### src/rtl/sprite_compositor_if.sv
// Pixel request / composited colour bus of sprite_compositor.
// The requester drives position and strobe, the compositor returns the colour.
interface sprite_compositor_if #(
    parameter int COLOR_W = 16
);
    logic               pix_valid;
    logic [9:0]         posX;
    logic [8:0]         posY;
    logic [COLOR_W-1:0] ocolor;
    logic               ocolor_valid;

    modport master (output pix_valid, posX, posY, input ocolor, ocolor_valid);
    modport slave  (input pix_valid, posX, posY, output ocolor, ocolor_valid);
endinterface

### src/rtl/sprite_compositor.sv
// Sprite-over-background compositor: camera-relative background lookup plus
// NSPR double-buffered sprite layers, one pixel per cycle, latency MEM_LAT+1.
module sprite_compositor #(
    parameter int                 NSPR    = 4,
    parameter int                 COLOR_W = 16,
    parameter int                 SCR_W   = 640,
    parameter int                 SCR_H   = 480,
    parameter int                 MEM_LAT = 1,
    parameter logic [COLOR_W-1:0] KEY     = '0,
    parameter logic [COLOR_W-1:0] BORDER  = '1,
    localparam int                IDX_W   = (NSPR > 1) ? $clog2(NSPR) : 1
) (
    input  logic                    clk,
    input  logic                    rst,
    sprite_compositor_if.slave      pix,
    input  logic [9:0]              cx,
    input  logic [8:0]              cy,
    input  logic                    frame_start,
    input  logic                    cfg_we,
    input  logic [IDX_W-1:0]        cfg_idx,
    input  logic                    cfg_en,
    input  logic [9:0]              cfg_x,
    input  logic [8:0]              cfg_y,
    input  logic [6:0]              cfg_w,
    input  logic [6:0]              cfg_h,
    input  logic [11:0]             cfg_base,
    output logic [18:0]             bg_addr,
    input  logic [COLOR_W-1:0]      bg_data,
    output logic [NSPR*12-1:0]      spr_addr,
    input  logic [NSPR*COLOR_W-1:0] spr_data
);

    typedef struct packed {
        logic        en;
        logic [9:0]  x;
        logic [8:0]  y;
        logic [6:0]  w;
        logic [6:0]  h;
        logic [11:0] base;
    } spr_cfg_t;

    typedef struct packed {
        logic            valid;
        logic            in_map;
        logic [NSPR-1:0] hit;
    } stage_t;

    localparam logic signed [11:0] HALF_W  = 12'(SCR_W / 2);
    localparam logic signed [11:0] HALF_H  = 12'(SCR_H / 2);
    localparam logic signed [11:0] SCR_W_S = 12'(SCR_W);
    localparam logic signed [11:0] SCR_H_S = 12'(SCR_H);

    spr_cfg_t           shadow [NSPR];
    spr_cfg_t           active [NSPR];

    logic signed [11:0] rx;
    logic signed [11:0] ry;
    logic               in_map0;
    logic [NSPR-1:0]    hit0;
    logic signed [10:0] dx [NSPR];
    logic signed [9:0]  dy [NSPR];

    stage_t             pipe [MEM_LAT];
    stage_t             last;
    logic [COLOR_W-1:0] sel_color;
    logic               found;

    // frame_start copies the pre-edge shadow, so a coincident write waits a frame
    always_ff @(posedge clk) begin
        if (rst) begin
            for (int unsigned i = 0; i < NSPR; i++) begin
                shadow[i] <= '0;
                active[i] <= '0;
            end
        end else begin
            if (frame_start) begin
                for (int unsigned i = 0; i < NSPR; i++)
                    active[i] <= shadow[i];
            end
            if (cfg_we)
                shadow[cfg_idx] <= {cfg_en, cfg_x, cfg_y, cfg_w, cfg_h, cfg_base};
        end
    end

    // Stage-0 addresses are combinational so that data returned MEM_LAT cycles
    // later is registered into ocolor exactly MEM_LAT+1 cycles after the request.
    always_comb begin
        rx       = HALF_W + {2'b00, pix.posX} - {2'b00, cx};
        ry       = HALF_H + {3'b000, pix.posY} - {3'b000, cy};
        in_map0  = (rx >= 12'sd0) && (rx < SCR_W_S) && (ry >= 12'sd0) && (ry < SCR_H_S);
        bg_addr  = '0;
        if (!rst && in_map0)
            bg_addr = 19'($unsigned(ry)) * 19'(SCR_W) + 19'($unsigned(rx));

        spr_addr = '0;
        hit0     = '0;
        for (int unsigned i = 0; i < NSPR; i++) begin
            dx[i]   = $signed({1'b0, pix.posX}) - $signed({1'b0, active[i].x});
            dy[i]   = $signed({1'b0, pix.posY}) - $signed({1'b0, active[i].y});
            hit0[i] = active[i].en
                    && (dx[i] >= 11'sd0) && (dx[i] < $signed({4'b0000, active[i].w}))
                    && (dy[i] >= 10'sd0) && (dy[i] < $signed({3'b000, active[i].h}));
            if (!rst)
                spr_addr[i*12 +: 12] = active[i].base
                                     + 12'(dy[i]) * {5'b00000, active[i].w}
                                     + 12'(dx[i]);
        end
    end

    always_ff @(posedge clk) begin
        if (rst) begin
            for (int unsigned i = 0; i < MEM_LAT; i++)
                pipe[i] <= '0;
        end else begin
            pipe[0] <= '{valid: pix.pix_valid, in_map: in_map0, hit: hit0};
            for (int unsigned i = 1; i < MEM_LAT; i++)
                pipe[i] <= pipe[i-1];
        end
    end

    assign last = pipe[MEM_LAT-1];

    // lowest-index opaque sprite wins, then background, then border
    always_comb begin
        sel_color = last.in_map ? bg_data : BORDER;
        found     = 1'b0;
        for (int unsigned i = 0; i < NSPR; i++) begin
            if (!found && last.hit[i] && (spr_data[i*COLOR_W +: COLOR_W] != KEY)) begin
                sel_color = spr_data[i*COLOR_W +: COLOR_W];
                found     = 1'b1;
            end
        end
    end

    always_ff @(posedge clk) begin
        if (rst) begin
            pix.ocolor       <= '0;
            pix.ocolor_valid <= 1'b0;
        end else begin
            pix.ocolor_valid <= last.valid;
            if (last.valid)
                pix.ocolor <= sel_color;
        end
    end

endmodule

### src/flat_wrapper.sv
// flat-port wrapper written by rule: the top's interface ports become plain ports
module sprite_compositor_flat 
#(
    parameter int                 NSPR    = 4,
    parameter int                 COLOR_W = 16,
    parameter int                 SCR_W   = 640,
    parameter int                 SCR_H   = 480,
    parameter int                 MEM_LAT = 1,
    parameter logic [COLOR_W-1:0] KEY     = '0,
    parameter logic [COLOR_W-1:0] BORDER  = '1,
    localparam int                IDX_W   = (NSPR > 1) ? $clog2(NSPR) : 1
)
  (clk, rst, cx, cy, frame_start, cfg_we, cfg_idx, cfg_en, cfg_x, cfg_y, cfg_w, cfg_h, cfg_base, bg_addr, bg_data, spr_addr, spr_data, pix_pix_valid, pix_posX, pix_posY, pix_ocolor, pix_ocolor_valid);
  sprite_compositor_if #(.COLOR_W(COLOR_W)) pix_i ();
  input  logic clk;
  input  logic rst;
  input  logic [9:0] cx;
  input  logic [8:0] cy;
  input  logic frame_start;
  input  logic cfg_we;
  input  logic [IDX_W-1:0] cfg_idx;
  input  logic cfg_en;
  input  logic [9:0] cfg_x;
  input  logic [8:0] cfg_y;
  input  logic [6:0] cfg_w;
  input  logic [6:0] cfg_h;
  input  logic [11:0] cfg_base;
  output logic [18:0] bg_addr;
  input  logic [COLOR_W-1:0] bg_data;
  output logic [NSPR*12-1:0] spr_addr;
  input  logic [NSPR*COLOR_W-1:0] spr_data;
  input wire logic [$bits(pix_i.pix_valid)-1:0] pix_pix_valid;
  input wire logic [$bits(pix_i.posX)-1:0] pix_posX;
  input wire logic [$bits(pix_i.posY)-1:0] pix_posY;
  output wire logic [$bits(pix_i.ocolor)-1:0] pix_ocolor;
  output wire logic [$bits(pix_i.ocolor_valid)-1:0] pix_ocolor_valid;
  assign pix_i.pix_valid = pix_pix_valid;
  assign pix_i.posX = pix_posX;
  assign pix_i.posY = pix_posY;
  assign pix_ocolor = pix_i.ocolor;
  assign pix_ocolor_valid = pix_i.ocolor_valid;
  sprite_compositor #(.NSPR(NSPR), .COLOR_W(COLOR_W), .SCR_W(SCR_W), .SCR_H(SCR_H), .MEM_LAT(MEM_LAT), .KEY(KEY), .BORDER(BORDER)) u_core (.clk(clk), .rst(rst), .pix(pix_i), .cx(cx), .cy(cy), .frame_start(frame_start), .cfg_we(cfg_we), .cfg_idx(cfg_idx), .cfg_en(cfg_en), .cfg_x(cfg_x), .cfg_y(cfg_y), .cfg_w(cfg_w), .cfg_h(cfg_h), .cfg_base(cfg_base), .bg_addr(bg_addr), .bg_data(bg_data), .spr_addr(spr_addr), .spr_data(spr_data));
endmodule
### config.mk
export PLATFORM = sky130hd
export DESIGN_NAME = sprite_compositor_flat
export DESIGN_NICKNAME = d
export VERILOG_FILES = /design/src/rtl/sprite_compositor_if.sv /design/src/rtl/sprite_compositor.sv /design/src/flat_wrapper.sv
export SDC_FILE = /design/constraint.sdc
export NUM_CORES = 1
export LEC_CHECK = 0
export BUFFER_PORTS_ARGS = -buffer_cell sky130_fd_sc_hd__buf_2
export CAP_MARGIN = 20
export CORE_MARGIN = 4
export CORE_UTILIZATION = 55
export CTS_CLUSTER_SIZE = 12
export DETAILED_ROUTE_END_ITERATION = 10
export GPL_ROUTABILITY_DRIVEN = 0
export PLACE_DENSITY = 0.74
export SYNTH_ARGS = -nofsm -noshare
export SYNTH_HDL_FRONTEND = slang
export SYNTH_SLANG_ARGS = --single-unit
### constraint.sdc
create_clock -name clk -period 10.61 [get_ports clk]
set_clock_uncertainty 0.05 [all_clocks]
set_input_delay 0.5305 -clock clk [delete_from_list [all_inputs] [get_ports clk]]
set_output_delay 0.5305 -clock clk [all_outputs]
set_load 0.005 [all_outputs]
; After elaboration in Yosys (flattened, before gate mapping)
; Memory sizes are Yosys's and may differ from the RTL's.
; Cells that the tools add are included.
[classes]
magnitude_cmp = 20
n_mux = 31
add_sub_neg = 21
n_mul = 5
reduce_logical = 37
n_bitwise = 4
[ops]
columns = cell, n
row1 = 2-to-1 mux 46 bit, 5
row2 = adder 12 bit, 8
row3 = 2-to-1 mux 16 bit, 5
row4 = nonzero test 16 bit, 4
row5 = multiplier 10 x 8 -> 12 bit, 4
row6 = 2-to-1 mux 12 bit, 4
row7 = OR reduction 46 bit, 1
row8 = "greater-or-equal comparator 11 x 1 -> 1 bit, second input constant", 4
row9 = less-than comparator 11 x 8 -> 1 bit, 4
row10 = subtractor 10 x 10 -> 11 bit, 4
row11 = "greater-or-equal comparator 10 x 1 -> 1 bit, second input constant", 4
row12 = less-than comparator 10 x 8 -> 1 bit, 4
row13 = subtractor 9 x 9 -> 10 bit, 4
row14 = logical AND 1 bit, 27
row15 = "greater-or-equal comparator 12 x 1 -> 1 bit, second input constant", 2
row16 = adder 19 x 12 -> 19 bit, 1
row17 = 2-to-1 mux 19 bit, 1
row18 = 2-to-1 mux 1 bit, 14
row19 = "less-than comparator 12 x 10 -> 1 bit, second input constant", 1
row20 = "less-than comparator 12 x 11 -> 1 bit, second input constant", 1
row21 = "multiplier 12 x 3 -> 12 bit, second input constant", 1
row22 = subtractor 12 x 10 -> 12 bit, 1
row23 = subtractor 12 x 9 -> 12 bit, 1
row24 = "adder 9 x 10 -> 11 bit, first input constant", 1
row25 = 6 further kinds, 12
[word_totals]
input_bits = 171
mem_bits_rw = 374
memories = 3
reg_bits = 17
[mem_list]
columns = memory, words, word_bits, read_ports, rd_clocked_by_memory_dff, wr, line
row1 = u_core.active, 4, 46, 4, 0, 4, sprite_compositor.sv:54  ; spr_cfg_t active [NSPR];
row2 = u_core.shadow, 4, 46, 4, 0, 4, sprite_compositor.sv:53  ; spr_cfg_t shadow [NSPR];
row3 = u_core.pipe, 1, 6, 1, 0, 1, sprite_compositor.sv:63  ; stage_t pipe [MEM_LAT];

; Longest topological paths before layout
[depth]
ltp_word = 15
ltp_mapped = 30

; Least setup slack after synthesis
; OpenSTA, ideal clock, no wires.
[synth_timing]
path_kind = input to output
start = input port pix_posY[0]
end = output port spr_addr[35]
stages = 25
n_path_buf = 0
arrival_time_ns = 6.663
setup_slack_ns = 3.367
path_cell_list = inv_1 > ha_1 > inv_1 > fa_1 > a21o_1 > a311o_1 > a21o_2 > a21oi_1 > xnor2_1 > nand2_1 > fa_1 > inv_1 > fa_1 > fa_1 > fa_1 > inv_1 > fa_1 > inv_1 > ha_1 > o41ai_1 > o21ai_0 > xnor2_1 > xnor2_2 > xnor2_1 > nor2_1
[synth_between]
elab_chain_len = 5
[synth_lines]
columns = element, line
row1 = "start, declared", flat_wrapper.sv:34  ; input wire logic [$bits(pix_i.posY)-1:0] pix_posY;
row2 = subtractor 9 x 9 -> 10 bit, sprite_compositor.sv:99  ; dy[i] = $signed({1'b0, pix.posY}) - $signed({1'b0, active[i].y});
row3 = multiplier 10 x 8 -> 12 bit, sprite_compositor.sv:105  ; + 12'(dy[i]) * {5'b00000, active[i].w}
row4 = adder 12 bit, sprite_compositor.sv:105
row5 = adder 12 bit, sprite_compositor.sv:106  ; + 12'(dx[i]);
row6 = 2-to-1 mux 12 bit, sprite_compositor.sv:103  ; if (!rst)
row7 = "end, declared", flat_wrapper.sv:30  ; output logic [NSPR*12-1:0] spr_addr;
; No other way between the ends.

==> load_flow_metrics.sql <==
INSERT INTO impl_metrics (metric_group, metric, value, unit) VALUES
('global_routing', 'antenna_violations_before_repair', '13', ''),
('sta', 'worst-slew-pin-transition', '1.191', 'ns'),
('floorplanning', 'dieWidth', '245.3', 'microns'),
('global_routing', 'maximum_number_of_pins_on_one_net_before_global_route_repair', '114', ''),
('sta', 'fmaxAchievable', '122.9', 'MHz'),
('clock_tree', 'max-clock-path-buffers', '3', ''),
('worst_setup_path', 'worst_path_dominant_cell_family', 'adder cells', ''),
('logic_synthesis', 'syn-instance-count', '3047', ''),
('pwr', 'clockPowerShare', '17.3', '%'),
('finish', 'final_cell_mix', 'inv_1 (525), and2_1 (447), edfxtp_1 (368), ha_1 (292), buf_2 (253)', ''),
('logic_synthesis', 'fraction_of_the_yosys_area_taken_by_sequential_cells', '37.16', '%'),
('worst_setup_path', 'timing.setup.critical_path_class', 'reg2out', ''),
('detailed_routing', 'antenna_left', '0', ''),
('global_routing', 'busiest_layer', 'met2', ''),
('detailed_routing', 'routedWlPerCell', '19.85', 'microns'),
('run_status', 'run_status', 'finished clean', ''),
('global_routing', 'globalRouteMet3Util', '4.852', '%'),
('logic_synthesis', 'synth-edff-count', '368', ''),
('logic_synthesis', 'synth_warnings', '0', ''),
('clock_tree', 'postCtsHoldBufs', '0', ''),
('finish', 'layout-area-overhead-vs-synth', '10.94', '%'),
('flow_run', 'cap_violations', '0', ''),
('logic_synthesis', 'yosys_register_bits', '391', ''),
('clock_tree', 'cts_tree', 'done', ''),
('pwr', 'seqPwrFrac', '22.6', '%'),
('detailed_routing', 'drt_pre_antenna_iters', '7', ''),
('pwr', 'max-vdd-ir-drop', '200.9', 'uV'),
('worst_setup_path', 'crit_required', '10.03', 'ns'),
('pwr', 'cellLeakagePower', '15.63', 'nW'),
('global_routing', 'grt_usage', '26.90', '%'),
('clock_tree', 'cts_htree_levels', '2', ''),
('hold_path', 'worst_hold_path_type', 'in2reg', ''),
('sta', 'post-route-period-util', '76.69', '%'),
('logic_synthesis', 'synth.net_count', '3722', ''),
('worst_setup_path', 'cp_slowest_cell', 'o41ai_1', ''),
('logic_synthesis', 'post_synth.cell_area_avg', '10.17', 'sq um'),
('detailed_routing', 'number_of_drc_violations_after_detailed_routing', '0', ''),
('worst_setup_path', 'worstSetupEndpointType', 'output port', ''),
('logic_synthesis', 'synth_top_cells_by_area', 'edfxtp_1 (36%), fa_1 (14%), ha_1 (12%), and2_1 (9.0%), inv_1 (6.4%)', ''),
('finish', 'fillCellCount', '4538', ''),
('logic_synthesis', 'synthFlopType', 'edfxtp_1', ''),
('floorplanning', 'die_height', '245.3', 'microns'),
('worst_setup_path', 'worst-path-buf-inv', '5', ''),
('sta', 'finalSetupViolCount', '0', ''),
('finish', 'design.final.nets', '3951', ''),
('global_routing', 'gr-usage-met2', '45.66', '%'),
('clock_tree', 'cts_repair_resize_count', '0', ''),
('clock_tree', 'cts_sinks', '391', ''),
('place', 'post_dp_hpwl', '59.62', 'mm'),
('pwr', 'swShare', '40.86', '%'),
('floorplanning', 'count_of_standard_cell_rows', '86', ''),
('sta', 'period_needed', '8.137', 'ns'),
('floorplanning', 'start_util', '55.91', '%'),
('logic_synthesis', 'synth_async_sr_flop_share', '0', '%'),
('finish', 'final_util', '62.02', '%'),
('clock_tree', 'post_cts_buffers', '0', ''),
('detailed_routing', 'dr.first_iter.drc_count', '1657', ''),
('worst_setup_path', 'data_arrival_time_at_the_worst_slack_endpoint', '7.56', 'ns'),
('detailed_routing', 'dr_total_vias', '22190', ''),
('global_routing', 'globalRouteMet1Util', '33.62', '%'),
('floorplanning', 'die_area', '60190', 'sq um'),
('floorplanning', 'floorplan.core_area', '55420', 'sq um'),
('clock_tree', 'clock_insertion_delay_worst_skew', '0.58', 'ns'),
('logic_synthesis', 'post-synth-top-area-cell', 'edfxtp_1', ''),
('sta', 'relSlewSlack', '19.53', '%'),
('sta', 'total_negative_setup_slack', '0', 'ns'),
('clock_tree', 'cts.root.buffer_cell', 'clkbuf_16', ''),
('place', 'portBuffers', '254', ''),
('worst_setup_path', 'cp_max_fo', '6', ''),
('global_routing', 'grt_pass1_wl', '124.2', 'mm'),
('pwr', 'internal-power', '0.004857', 'W');
## layer usage
metal	wire length [microns]	vias up	part of all wire, %
met5	12	-	0.015
met1	30590	10710	38
li1	-	10380	-
met4	4180	2	5.2
met2	38790	891	48
met3	7040	202	8.7
## kinds of logic after synthesis
kind of cell / count (synthesis) / share of synthesized area (%)
flops: 391 / 37.16
compound gates: 360 / 7.435
buf+inv: 613 / 7.467
xor+xnor: 160 / 4.753
simple gates: 1016 / 17.60
fa+ha+maj: 504 / 25.49
mux: 3 / 0.1010
## stage by stage
step	worst slack [ns]	total power (W)	std cells	cell area [sq um]	hold slack [ns]
3_3_place_gp	2.664	0.006702	3976	32990	0.4137
6_report	2.473	0.008212	4061	34370	0.1540
5_1_grt	2.102	0.009027	4054	34350	0.1512
2_1_floorplan	3.367	0.005546	3047	30980	0.4186
3_5_place_dp	2.531	0.006822	3976	32990	0.4156
4_1_cts	2.476	0.008279	4050	34290	0.1313
## path summary, 6_finish.rpt
path,start,to,slack [ns],cells past startpoint
hold reg to reg,u_core.pix.ocolor[6],u_core.pix.ocolor[6],0.43,2
setup / recovery,u_core.active[0][118],spr_addr[35],2.47,25
hold / removal,pix_pix_valid,u_core.pipe[0][5],0.15,2
setup reg to reg,u_core.active[0][173],u_core.pipe[0][3],5.79,18
## cells in the mapped netlist, types with 11 or more instances
master / n
inv_1: 525
and2_1: 447
edfxtp_1: 368
ha_1: 292
fa_1: 212
nand2_1: 207
nor2_1: 158
a21oi_1: 127
xnor2_1: 99
clkbuf_1: 82
o21ai_0: 66
xor2_1: 55
nor2b_1: 51
a21o_1: 36
nor3_1: 35
o21a_1: 29
nand2b_1: 28
dfxtp_1: 23
nor4_1: 18
a221oi_1: 15
nand3_1: 12
a21boi_0: 11
## worst register-to-register path, cell delays in order (launching register included)
cell and delay, ns:
edfxtp_1 0.33, ha_1 0.17, inv_1 0.06, fa_1 0.40, nand2_1 0.09, nand2_1 0.05, a21oi_1 0.21, nor2b_1 0.07
o21ai_0 0.25, nor2b_1 0.20, xor2_1 0.27, inv_1 0.08, ha_1 0.20, or4b_2 0.63, a21oi_1 0.14, o21ai_0 0.10
nor3_1 0.18, nand4_1 0.11, nor4bb_1 1.01
## sequential cells by signal (all words and copies together), names as in the netlist
name	cells
u_core.active	184
u_core.shadow	184
u_core.pix.ocolor	16
u_core.pipe	6
u_core.pix.ocolor_valid	1
## power groups by stage
stage	Sequential (W)	Combinational (W)	Clock, W
after floorplan	0.00186	0.00369	0
after global placement	0.00188	0.00482	0
after detailed placement	0.00189	0.00493	0
after CTS	0.00186	0.00498	0.00144
after global routing	0.00187	0.00565	0.00151
final	0.00186	0.00493	0.00142
## area by class of cell
class	instances	area (sq um)	share of cell area (%)
diodes	8	20.02	0.05825
repair buffers	272	1449	4.216
inverters	525	1971	5.734
clock inverters	21	166.4	0.4842
flip-flops and latches	391	11510	33.49
multi-input cells	2043	17180	49.99
well taps	748	935.9	2.723
clock buffers	53	1135	3.302
(Power assumes the default switching activity.)
